### config.mk
export PLATFORM = sky130hd
export DESIGN_NAME = pixel_row_serializer_flat
export DESIGN_NICKNAME = d
export VERILOG_FILES = /design/src/rtl/pixel_row_serializer_if.sv /design/src/rtl/pixel_row_serializer.sv /design/src/flat_wrapper.sv
export SDC_FILE = /design/constraint.sdc
export NUM_CORES = 1
export LEC_CHECK = 0
export CELL_PAD_IN_SITES_DETAIL_PLACEMENT = 0
export CELL_PAD_IN_SITES_GLOBAL_PLACEMENT = 1
export CORE_MARGIN = 8
export CORE_UTILIZATION = 44
export CTS_BUF_LIST = sky130_fd_sc_hd__clkbuf_2
export DETAILED_ROUTE_END_ITERATION = 10
export PLACE_DENSITY_LB_ADDON = 0.1
export SYNTH_ARGS = -nofsm -noshare
export SYNTH_HDL_FRONTEND = slang
export SYNTH_SLANG_ARGS = --single-unit
export TNS_END_PERCENT = 1
### constraint.sdc
create_clock -name clk -period 4.08 [get_ports clk]
set_input_delay 0.816 -clock clk [delete_from_list [all_inputs] [get_ports clk]]
set_output_delay 0.816 -clock clk [all_outputs]
set_load 0.005 [all_outputs]
### src/rtl/pixel_row_serializer_if.sv
// Pixel stream handshake between the row serializer and its consumer.
interface pixel_row_serializer_if;
    logic pix_out;
    logic pix_valid;
    logic pix_ready;
    logic pix_last;

    modport master (output pix_out, output pix_valid, output pix_last, input pix_ready);
    modport slave  (input pix_out, input pix_valid, input pix_last, output pix_ready);
endinterface

### src/rtl/pixel_row_serializer.sv
// Reads a row of double-width words from RAM and emits them one pixel bit per
// transfer, MSB first, over a valid/ready stream with a last-pixel marker.
module pixel_row_serializer #(
    parameter int address_width = 10,
    parameter int data_width    = 8
) (
    input  logic                       clk,
    input  logic                       reset_n,
    input  logic                       start,
    input  logic [address_width-1:0]   start_address,
    input  logic [7:0]                 word_count,
    output logic [address_width-1:0]   ram_address,
    input  logic [2*data_width-1:0]    ram_q,
    pixel_row_serializer_if.master     pix,
    output logic                       busy,
    output logic                       done
);

    localparam int WORD_W = 2 * data_width;
    localparam int BIT_W  = $clog2(WORD_W + 1);
    localparam logic [BIT_W-1:0]         BITS_FULL = BIT_W'(WORD_W);
    localparam logic [BIT_W-1:0]         BITS_ONE  = BIT_W'(1);
    localparam logic [address_width-1:0] ADDR_STEP = address_width'(2);
    // Read latency: one edge into ram_address, one edge through the RAM.
    localparam int STAGES = 1;

    typedef enum logic [1:0] {IDLE, RUN, FINISH} state_t;

    state_t               state, state_nxt;
    logic [WORD_W-1:0]    shift_q, pf_q;
    logic                 shift_vld, pf_vld;
    logic [BIT_W-1:0]     bits_left;
    logic [8:0]           total, fetch_cnt, words_left;
    logic [STAGES:0]      vld_pipe;

    logic                 xfer, word_done, last_xfer, capture, issue, shift_free;
    logic [2:0]           occ;

    assign xfer       = shift_vld & pix.pix_ready;
    assign word_done  = xfer && (bits_left == BITS_ONE);
    assign last_xfer  = word_done && (words_left == 9'd1);
    assign capture    = vld_pipe[STAGES];
    assign shift_free = !shift_vld || word_done;

    // Words held plus words in flight; never allowed past the two word slots.
    always_comb begin
        occ = 3'(shift_vld) + 3'(pf_vld);
        for (int i = 0; i <= STAGES; i++) occ = occ + 3'(vld_pipe[i]);
    end

    assign pix.pix_valid = shift_vld;
    assign pix.pix_out   = shift_q[WORD_W-1];
    assign pix.pix_last  = shift_vld && (bits_left == BITS_ONE) && (words_left == 9'd1);

    always_ff @(posedge clk or negedge reset_n) begin
        if (!reset_n) state <= IDLE;
        else          state <= state_nxt;
    end

    always_comb begin
        state_nxt = state;
        busy      = 1'b0;
        done      = 1'b0;
        issue     = 1'b0;
        case (state)
            IDLE: begin
                if (start) begin
                    if (word_count != 8'd0) begin
                        state_nxt = RUN;
                        issue     = 1'b1;
                    end else begin
                        state_nxt = FINISH;
                    end
                end
            end
            RUN: begin
                busy = 1'b1;
                if (fetch_cnt != total && (occ - 3'(word_done)) < 3'd2) issue = 1'b1;
                if (last_xfer) state_nxt = FINISH;
            end
            FINISH: begin
                busy      = 1'b1;
                done      = 1'b1;
                state_nxt = IDLE;
            end
            default: state_nxt = IDLE;
        endcase
    end

    always_ff @(posedge clk or negedge reset_n) begin
        if (!reset_n) begin
            vld_pipe    <= '0;
            ram_address <= '0;
            fetch_cnt   <= '0;
            total       <= '0;
            words_left  <= '0;
            shift_q     <= '0;
            shift_vld   <= 1'b0;
            bits_left   <= '0;
            pf_q        <= '0;
            pf_vld      <= 1'b0;
        end else begin
            vld_pipe <= {vld_pipe[STAGES-1:0], issue};

            if (issue) begin
                if (state == IDLE) begin
                    ram_address <= start_address;
                    fetch_cnt   <= 9'd1;
                end else begin
                    ram_address <= ram_address + ADDR_STEP;
                    fetch_cnt   <= fetch_cnt + 9'd1;
                end
            end

            if (state == IDLE && start) begin
                total      <= {1'b0, word_count};
                words_left <= {1'b0, word_count};
            end else if (word_done) begin
                words_left <= words_left - 9'd1;
            end

            // Refill the shift register on the edge its last bit leaves, so
            // consecutive words stream without a bubble.
            if (shift_free) begin
                if (pf_vld) begin
                    shift_q   <= pf_q;
                    shift_vld <= 1'b1;
                    bits_left <= BITS_FULL;
                    pf_vld    <= capture;
                    if (capture) pf_q <= ram_q;
                end else if (capture) begin
                    shift_q   <= ram_q;
                    shift_vld <= 1'b1;
                    bits_left <= BITS_FULL;
                end else begin
                    shift_q   <= '0;
                    shift_vld <= 1'b0;
                    bits_left <= '0;
                end
            end else begin
                if (xfer) begin
                    shift_q   <= {shift_q[WORD_W-2:0], 1'b0};
                    bits_left <= bits_left - BITS_ONE;
                end
                if (capture) begin
                    pf_q   <= ram_q;
                    pf_vld <= 1'b1;
                end
            end
        end
    end

endmodule

### src/flat_wrapper.sv
// flat-port wrapper written by rule: the top's interface ports become plain ports
module pixel_row_serializer_flat 
#(
    parameter int address_width = 10,
    parameter int data_width    = 8
)
  (clk, reset_n, start, start_address, word_count, ram_address, ram_q, busy, done, pix_pix_out, pix_pix_valid, pix_pix_last, pix_pix_ready);
  pixel_row_serializer_if pix_i ();
  input  logic clk;
  input  logic reset_n;
  input  logic start;
  input  logic [address_width-1:0] start_address;
  input  logic [7:0] word_count;
  output logic [address_width-1:0] ram_address;
  input  logic [2*data_width-1:0] ram_q;
  output logic busy;
  output logic done;
  output wire logic [$bits(pix_i.pix_out)-1:0] pix_pix_out;
  output wire logic [$bits(pix_i.pix_valid)-1:0] pix_pix_valid;
  output wire logic [$bits(pix_i.pix_last)-1:0] pix_pix_last;
  input wire logic [$bits(pix_i.pix_ready)-1:0] pix_pix_ready;
  assign pix_pix_out = pix_i.pix_out;
  assign pix_pix_valid = pix_i.pix_valid;
  assign pix_pix_last = pix_i.pix_last;
  assign pix_i.pix_ready = pix_pix_ready;
  pixel_row_serializer #(.address_width(address_width), .data_width(data_width)) u_core (.clk(clk), .reset_n(reset_n), .start(start), .start_address(start_address), .word_count(word_count), .ram_address(ram_address), .ram_q(ram_q), .pix(pix_i), .busy(busy), .done(done));
endmodule
==> results of run 1 <==
-- path summary, 6_finish.rpt --
path / startpoint / end
worst min register to register: u_core.vld_pipe[0]$_DFF_PN0_ / u_core.vld_pipe[1]$_DFF_PN0_
max in group asynchronous: reset_n / u_core.ram_address[0]$_DFFE_PN0P_
worst max-delay path: u_core.bits_left[1]$_DFFE_PN0P_ / u_core.ram_address[1]$_DFFE_PN0P_
worst min-delay path: reset_n / u_core.bits_left[3]$_DFFE_PN0P_
min in group clk: u_core.vld_pipe[0]$_DFF_PN0_ / u_core.vld_pipe[1]$_DFF_PN0_
worst max register to register: u_core.bits_left[1]$_DFFE_PN0P_ / u_core.ram_address[1]$_DFFE_PN0P_
-- cell usage in the layout (no fill, tap or decap), types with 5 or more instances in the layout --
cell type	netlist	layout
o21ai_1	7	7
buf_4	2	12
nor2b_1	9	9
o21ai_0	8	8
xnor2_1	15	15
nor3b_1	5	5
nand4_1	5	5
clkbuf_2	0	9
dfrtp_1	79	79
mux2_2	8	8
o22ai_1	31	31
ha_1	12	12
a22o_1	15	15
nor4_1	8	8
mux2_1	9	9
a21oi_1	22	22
clkdlybuf4s50_1	0	51
nor3_1	6	6
nand3_1	16	16
nand2_1	46	46
inv_1	15	15
a22oi_1	5	5
nor2_1	11	11
-- cell type report --
cell class / instances / area share
inverter: 17 / 0.01281
clock buffer: 9 / 0.009045
sequential: 79 / 0.3970
multi-input combinational: 297 / 0.4171
tap: 129 / 0.03241
timing repair buffer: 63 / 0.1206
clock inverter: 7 / 0.01106
-- metal layers --
metal / share of wire / vias to the layer above / wire length [µm] / track usage
met1: 0.45 / 1626 / 4468 / 0.1970
met3: 0.044 / 14 / 445 / 0.04589
met2: 0.50 / 63 / 5010 / 0.2725
met4: 0.010 / 0 / 105 / 0.03815
li1: - / 1636 / - / -
met5: 0 / - / 0 / 0
-- worst register-to-register path, delay by kind of cell (launching register included) --
family                   cells  cell delay [ns]
flip-flops                   1             0.45
multiplexers                 1             0.29
AND/OR/NAND/NOR              4             0.77
buffers and inverters        4             0.34
XOR/XNOR                     1             0.15
AO/OA/AOI/OAI                2             0.58
adder cells (fa/ha/maj)      4             1.01
-- kinds of logic after synthesis --
logic type | count (synthesis) | synth area share
buffers and inverters | 40 | 0.04170
AND/OR/NAND/NOR | 135 | 0.1775
flip-flops | 79 | 0.4673
adder cells (fa/ha/maj) | 13 | 0.04022
AO/OA/AOI/OAI | 112 | 0.1846
XOR/XNOR | 17 | 0.03520
multiplexers | 20 | 0.05354
-- through the flow --
| stage | util | cells | hold slack [ns] |
|---|---|---|---|
| after CTS | 0.5364 | 601 | 0.4331 |
| final | 0.5364 | 601 | 0.4173 |
| after global placement | 0.5256 | 585 | 0.3975 |
| after global routing | 0.5364 | 601 | 0.4307 |
| after floorplan | - | 416 | 0.3537 |
| after detailed placement | 0.5256 | 585 | 0.3923 |
-- where the power goes --
| group | leakage [nW] | switching (mW) | total (mW) | internal (mW) |
|---|---|---|---|---|
| clock network | 0.0650 | 0.309 | 0.399 | 0.0897 |
| registers | 0.922 | 0.305 | 1.43 | 1.12 |
| logic | 1.05 | 0.792 | 1.61 | 0.819 |
| total | 2.04 | 1.41 | 3.44 | 2.03 |
-- registers in the layout (all words and copies together), names as in the netlist --
register and cells:
u_core.pf_q 16, u_core.shift_q 16, u_core.ram_address 10, u_core.fetch_cnt 9, u_core.words_left 9, u_core.total 8
u_core.bits_left 5, u_core.state 2, u_core.vld_pipe 2, u_core.pf_vld 1, u_core.pix.pix_valid 1
==> results.md, run 1 <==
* Main synth FF type: dfrtp_1
* Wirelength, routed at 10.03 mm
* Dpl ws at 0.09546 ns
* WL per Instance at about 17 µm
* Reg clk slew, reported paths at 0.24 ns
* Placed instance area at 0.004880 mm²
* Hold Vio Cnt, Final at 0
* HP Class: in2async
* Final TNS setup at 0 ns
* Sequential Area at 0.001977 mm²
* First-pass GRT wire length at 17.08 mm
* Detailed placement HPWL at 6.905 mm
* Vias in the first global route at 3,460
* DR iter-0 viols at 130
* Post-CTS Setup Bufs at 0
* Count leader, synth: dfrtp_1
* Final WS setup at approximately 0.41 ns
* Post-synth EDFFs at 0
* Maximum root-to-sink buffer count at 2
* Layout fillers at 896
* Outcome: finished clean
* Max-cap check violation count at 0
* CTS tree: done
* Top cells by count, synth: dfrtp_1 (79), nand2_1 (46), o22ai_1 (31)
* Area contributors post-synth: dfrtp_1 (47%), o22ai_1 (4.6%), nand2_1 (4.1%)
* Slowest stage delay, CP at 0.45 ns
* Register area share after synthesis at 0.4673
* Final nets at 518
* Post-cts repair resize count at 0
* Core box area at 0.009284 mm²
* Cells on worst reg2reg path at 16
* Area used by multi-input combinational logic at 0.002077 mm²
* Skew-Pair Late Insertion Delay at ~0.54 ns
* Largest area contributor in the synthesized netlist: dfrtp_1
* Worst Path Required at around 4.5 ns
* Post-synth net total at 467
* P&R area growth vs syn at 17.72%
* Fin crit share at 0.8993
* Number of synthesized register bits at 79
* Clock tree sinks at around 80
* Tot Pwr at roughly 3.4 mW
* ANT nets after route at 0
* Asr flop ratio synth at 1.000
* Leak at 2.040 nW
* Htree depth at 3
* Rows at 35
* Antenna violations before repair at 0
* Syn Area/Cell at 10.17 µm²
* Final Cell Area at 0.004980 mm²
* Initial Utilization at 0.4557
* Clk_skew at 0.02623 ns
* WP depth at 16
* Worst Tran Pin Value at 1.216 ns
* Pwr/cell area at 690.2 mW/mm²
* R2r setup slk at between 0.4 and 0.5 ns
* Max Clk Rate at ~270 MHz
* Critical path's slowest cell: dfrtp_1
* Cells after synthesis at ~420
* Clk root buf: clkbuf_2
* Port Buffers at 52
* Clock buffer count from CTS at 9
* IO Pins at 53
* Most used cell, CP: ha_1
* Routed vias at 3,339
* Ant diodes at 0
* Detailed Routing Iterations Pass 1 at 4
* Worst slew margin at 0.1876
* Distinct cells, synth at 58
* Crit path capture type: flip-flop
* Die ar. at 0.01301 mm²
* Hold buffer count at cts at 0
* Crit path buf inv count at 4
* Vias/cell at 5.556
* Drt drc at 0
* CP Max Fanout at 10
* Largest delay share family, worst path: adder cells
* Minimum clock period at between 3 and 4 ns
* Worst path cell trace: inv_1, ha_1, nor4b_4, nand3_2, inv_2, ha_1, inv_1, ha_1, a21o_1, fa_1, xnor2_1, nor3b_2, o31a_1, nor2_8, inv_2, mux2_4
* Critical Path AT at 4.11 ns
* Final setup fails at 0
* Remaining Overflow, GRT at 0
* Warnings from Yosys at 0
* Netlist Area Pre-Place at 0.004230 mm²
* GP Congestion at 0.7920
* Share of layout cells above drive strength 1 at 0.1102
* Total GRT Usage at 0.1608
* Largest net degree at the start of global routing at 80
* Die W at 114.1 µm
* Crit start category: flip-flop
* Final Max Tran Viols at 0
* Die height at roughly 110 µm
* Setup CP Type: reg2reg
* VDD IR-drop max at 0.3516 mV
* Unrepaired setup endpoints after global routing: false
* Synth top area share at 0.4673
(Power assumes the default switching activity.)
==> run 2: changes to the inputs <==
- SLEW_MARGIN: default -> 20
==> run 2 against run 1 <==
  * Die area unchanged
  * Clock skew about the same
  * Global-route usage unchanged
  * Final cell count unchanged
  * First-iteration DRC count decreased by 3.8%
  * Worst setup slack about the same
  * Hold slack got worse by 0.14 ns
  * Non-clock buffer count unchanged
  * Wire length decreased by 0.22%
==> results.md, run 2 (synthesized netlist as in run 1, its figures left out) <==
* Cells on worst reg2reg path at 16
* Vias in the first global route at between 3,000 and 4,000
* Layout fillers at about 900
* Hold buffer count at cts at 0
* Total GRT Usage at 0.1608
* Outcome: finished clean
* Area used by multi-input combinational logic at 0.002079 mm²
* First-pass GRT wire length at 17.08 mm
* Placed instance area at 0.004880 mm²
* Final core utilization at 0.5371
* Worst Tran Pin Value at 0.7406 ns
* IO Pins at 53
* CP Max Fanout at 10
* Max Clk Rate at 272.5 MHz
* Max-cap check violation count at 0
* Most frequent cells in the layout: dfrtp_1 (79), clkdlybuf4s50_1 (51), nand2_1 (46)
* Leak at 2.041 nW
* Core box area at 0.009284 mm²
* Port Buffers at 52
* Remaining Overflow, GRT at 0
* Critical R2R Launch: u_core.bits_left[1]$_DFFE_PN0P_
* P&R area growth vs syn at 17.86%
* Reg2reg end: u_core.ram_address[1]$_DFFE_PN0P_
* Commonest non-fill, non-tap cell in the layout: dfrtp_1
* Rows at 35
* Clk_skew at 0.02626 ns
* Pwr/cell area at ~690 mW/mm²
* Antenna violations before repair at 0
* Final WS setup at 0.4107 ns
* Initial Utilization at 0.4557
* Sequential Area at 0.001977 mm²
* Die height at 114.1 µm
* Drt drc at 0
* Clock tree sinks at 79
* DR iter-0 viols at 125
* Minimum clock period at 3.669 ns
* VDD IR-drop max at 0.3517 mV
* Maximum root-to-sink buffer count at 2
* Worst slew margin at 0.5062
* Final nets at slightly above 500
* Skew-Pair Late Insertion Delay at 0.54 ns
* Vias/cell at 5.569
* Final Cell Area at 0.004986 mm²
* Post-CTS Setup Bufs at 0
* Crit start category: flip-flop
* WL per Instance at about 17 µm
* Crit path capture type: flip-flop
* Die ar. at approximately 0.013 mm²
* Largest regs: u_core.pf_q (16), u_core.shift_q (16), u_core.ram_address (10)
* Final Max Tran Viols at 0
* Critical Path AT at 4.11 ns
* Worst Path Required at 4.52 ns
* Clk root buf: clkbuf_2
* Reg clk slew, reported paths at 0.24 ns
* HP Class: in2async
* Wirelength, routed at 10.01 mm
* Unrepaired setup endpoints after global routing: false
* R2r setup slk at 0.41 ns
* Final TNS setup at 0 ns
* Post-cts repair resize count at 0
* GP Congestion at 0.7920
* Clock buffer count from CTS at 9
* Htree depth at 3
* Largest net degree at the start of global routing at 80
* Ant diodes at 0
* Routed vias at about 3,300
* Fin crit share at 0.8993
* Hold Vio Cnt, Final at 0
* CTS tree: done
* Final setup fails at 0
* Detailed placement HPWL at 6.905 mm
* Die W at 114.1 µm
* ANT nets after route at 0
* Dpl ws at 0.09546 ns
* Detailed Routing Iterations Pass 1 at 5
* Setup CP Type: reg2reg
* Share of layout cells above drive strength 1 at 0.1123
==> run 2: worst max-delay path: stages (launching register included) <==
cell     delay, ns
dfrtp_1       0.45
inv_1         0.09
ha_1          0.20
nor4b_4       0.26
nand3_2       0.13
inv_2         0.09
ha_1          0.22
inv_1         0.06
ha_1          0.22
a21o_1        0.17
fa_1          0.37
xnor2_1       0.15
nor3b_2       0.28
o31a_1        0.41
nor2_8        0.09
inv_2         0.09
mux2_4        0.29
==> run 2: worst max path at each step <==
stage                     cells after the start                                end                            start
after floorplan                              17  u_core.ram_address[1]$_DFFE_PN0P_  u_core.bits_left[1]$_DFFE_PN0P_
after global placement                       14  u_core.ram_address[1]$_DFFE_PN0P_                    pix_pix_ready
after detailed placement                     14  u_core.ram_address[1]$_DFFE_PN0P_                    pix_pix_ready
after CTS                                    16  u_core.ram_address[1]$_DFFE_PN0P_  u_core.bits_left[1]$_DFFE_PN0P_
after global routing                         16  u_core.ram_address[1]$_DFFE_PN0P_  u_core.bits_left[1]$_DFFE_PN0P_
final                                        16  u_core.ram_address[1]$_DFFE_PN0P_  u_core.bits_left[1]$_DFFE_PN0P_
==> run 2: metal layers <==
| layer | part of all wire | track usage | vias to the layer above | wire length [µm] |
|---|---|---|---|---|
| li1 | - | - | 1637 | - |
| met1 | 0.45 | 0.1970 | 1632 | 4454 |
| met2 | 0.50 | 0.2725 | 66 | 5009 |
| met3 | 0.044 | 0.04589 | 12 | 443 |
| met4 | 0.0099 | 0.03815 | 0 | 99 |
| met5 | 0 | 0 | - | 0 |
==> run 2: layout make-up <==
cell class                 instances  area share
tap                              129     0.03237
inverter                          17     0.01280
timing repair buffer              63      0.1212
clock inverter                     7     0.01104
multi-input combinational        297      0.4171
sequential                        79      0.3965
clock buffer                       9    0.009034
==> run 2: where the power goes <==
part / switching (mW) / total (mW) / internal (mW)
Sequential: 0.306 / 1.43 / 1.12
Clock: 0.309 / 0.399 / 0.0897
Combinational: 0.792 / 1.61 / 0.820
Total: 1.41 / 3.44 / 2.03
==> run 2: per-stage QoR <==
step | hold slack, ns | total power, mW | cells
floorplan | 0.3537 | 2.561 | 416
global placement | 0.3975 | 3.015 | 585
detailed placement | 0.3923 | 3.071 | 585
CTS | 0.4331 | 3.471 | 601
global route | 0.2630 | 3.737 | 601
finish | 0.2743 | 3.440 | 601
==> run 3: changes to the inputs <==
- CAP_MARGIN: default -> 0
==> results of run 3 <==
No change in the layout: final DEF, timing and power equal those of run 2.
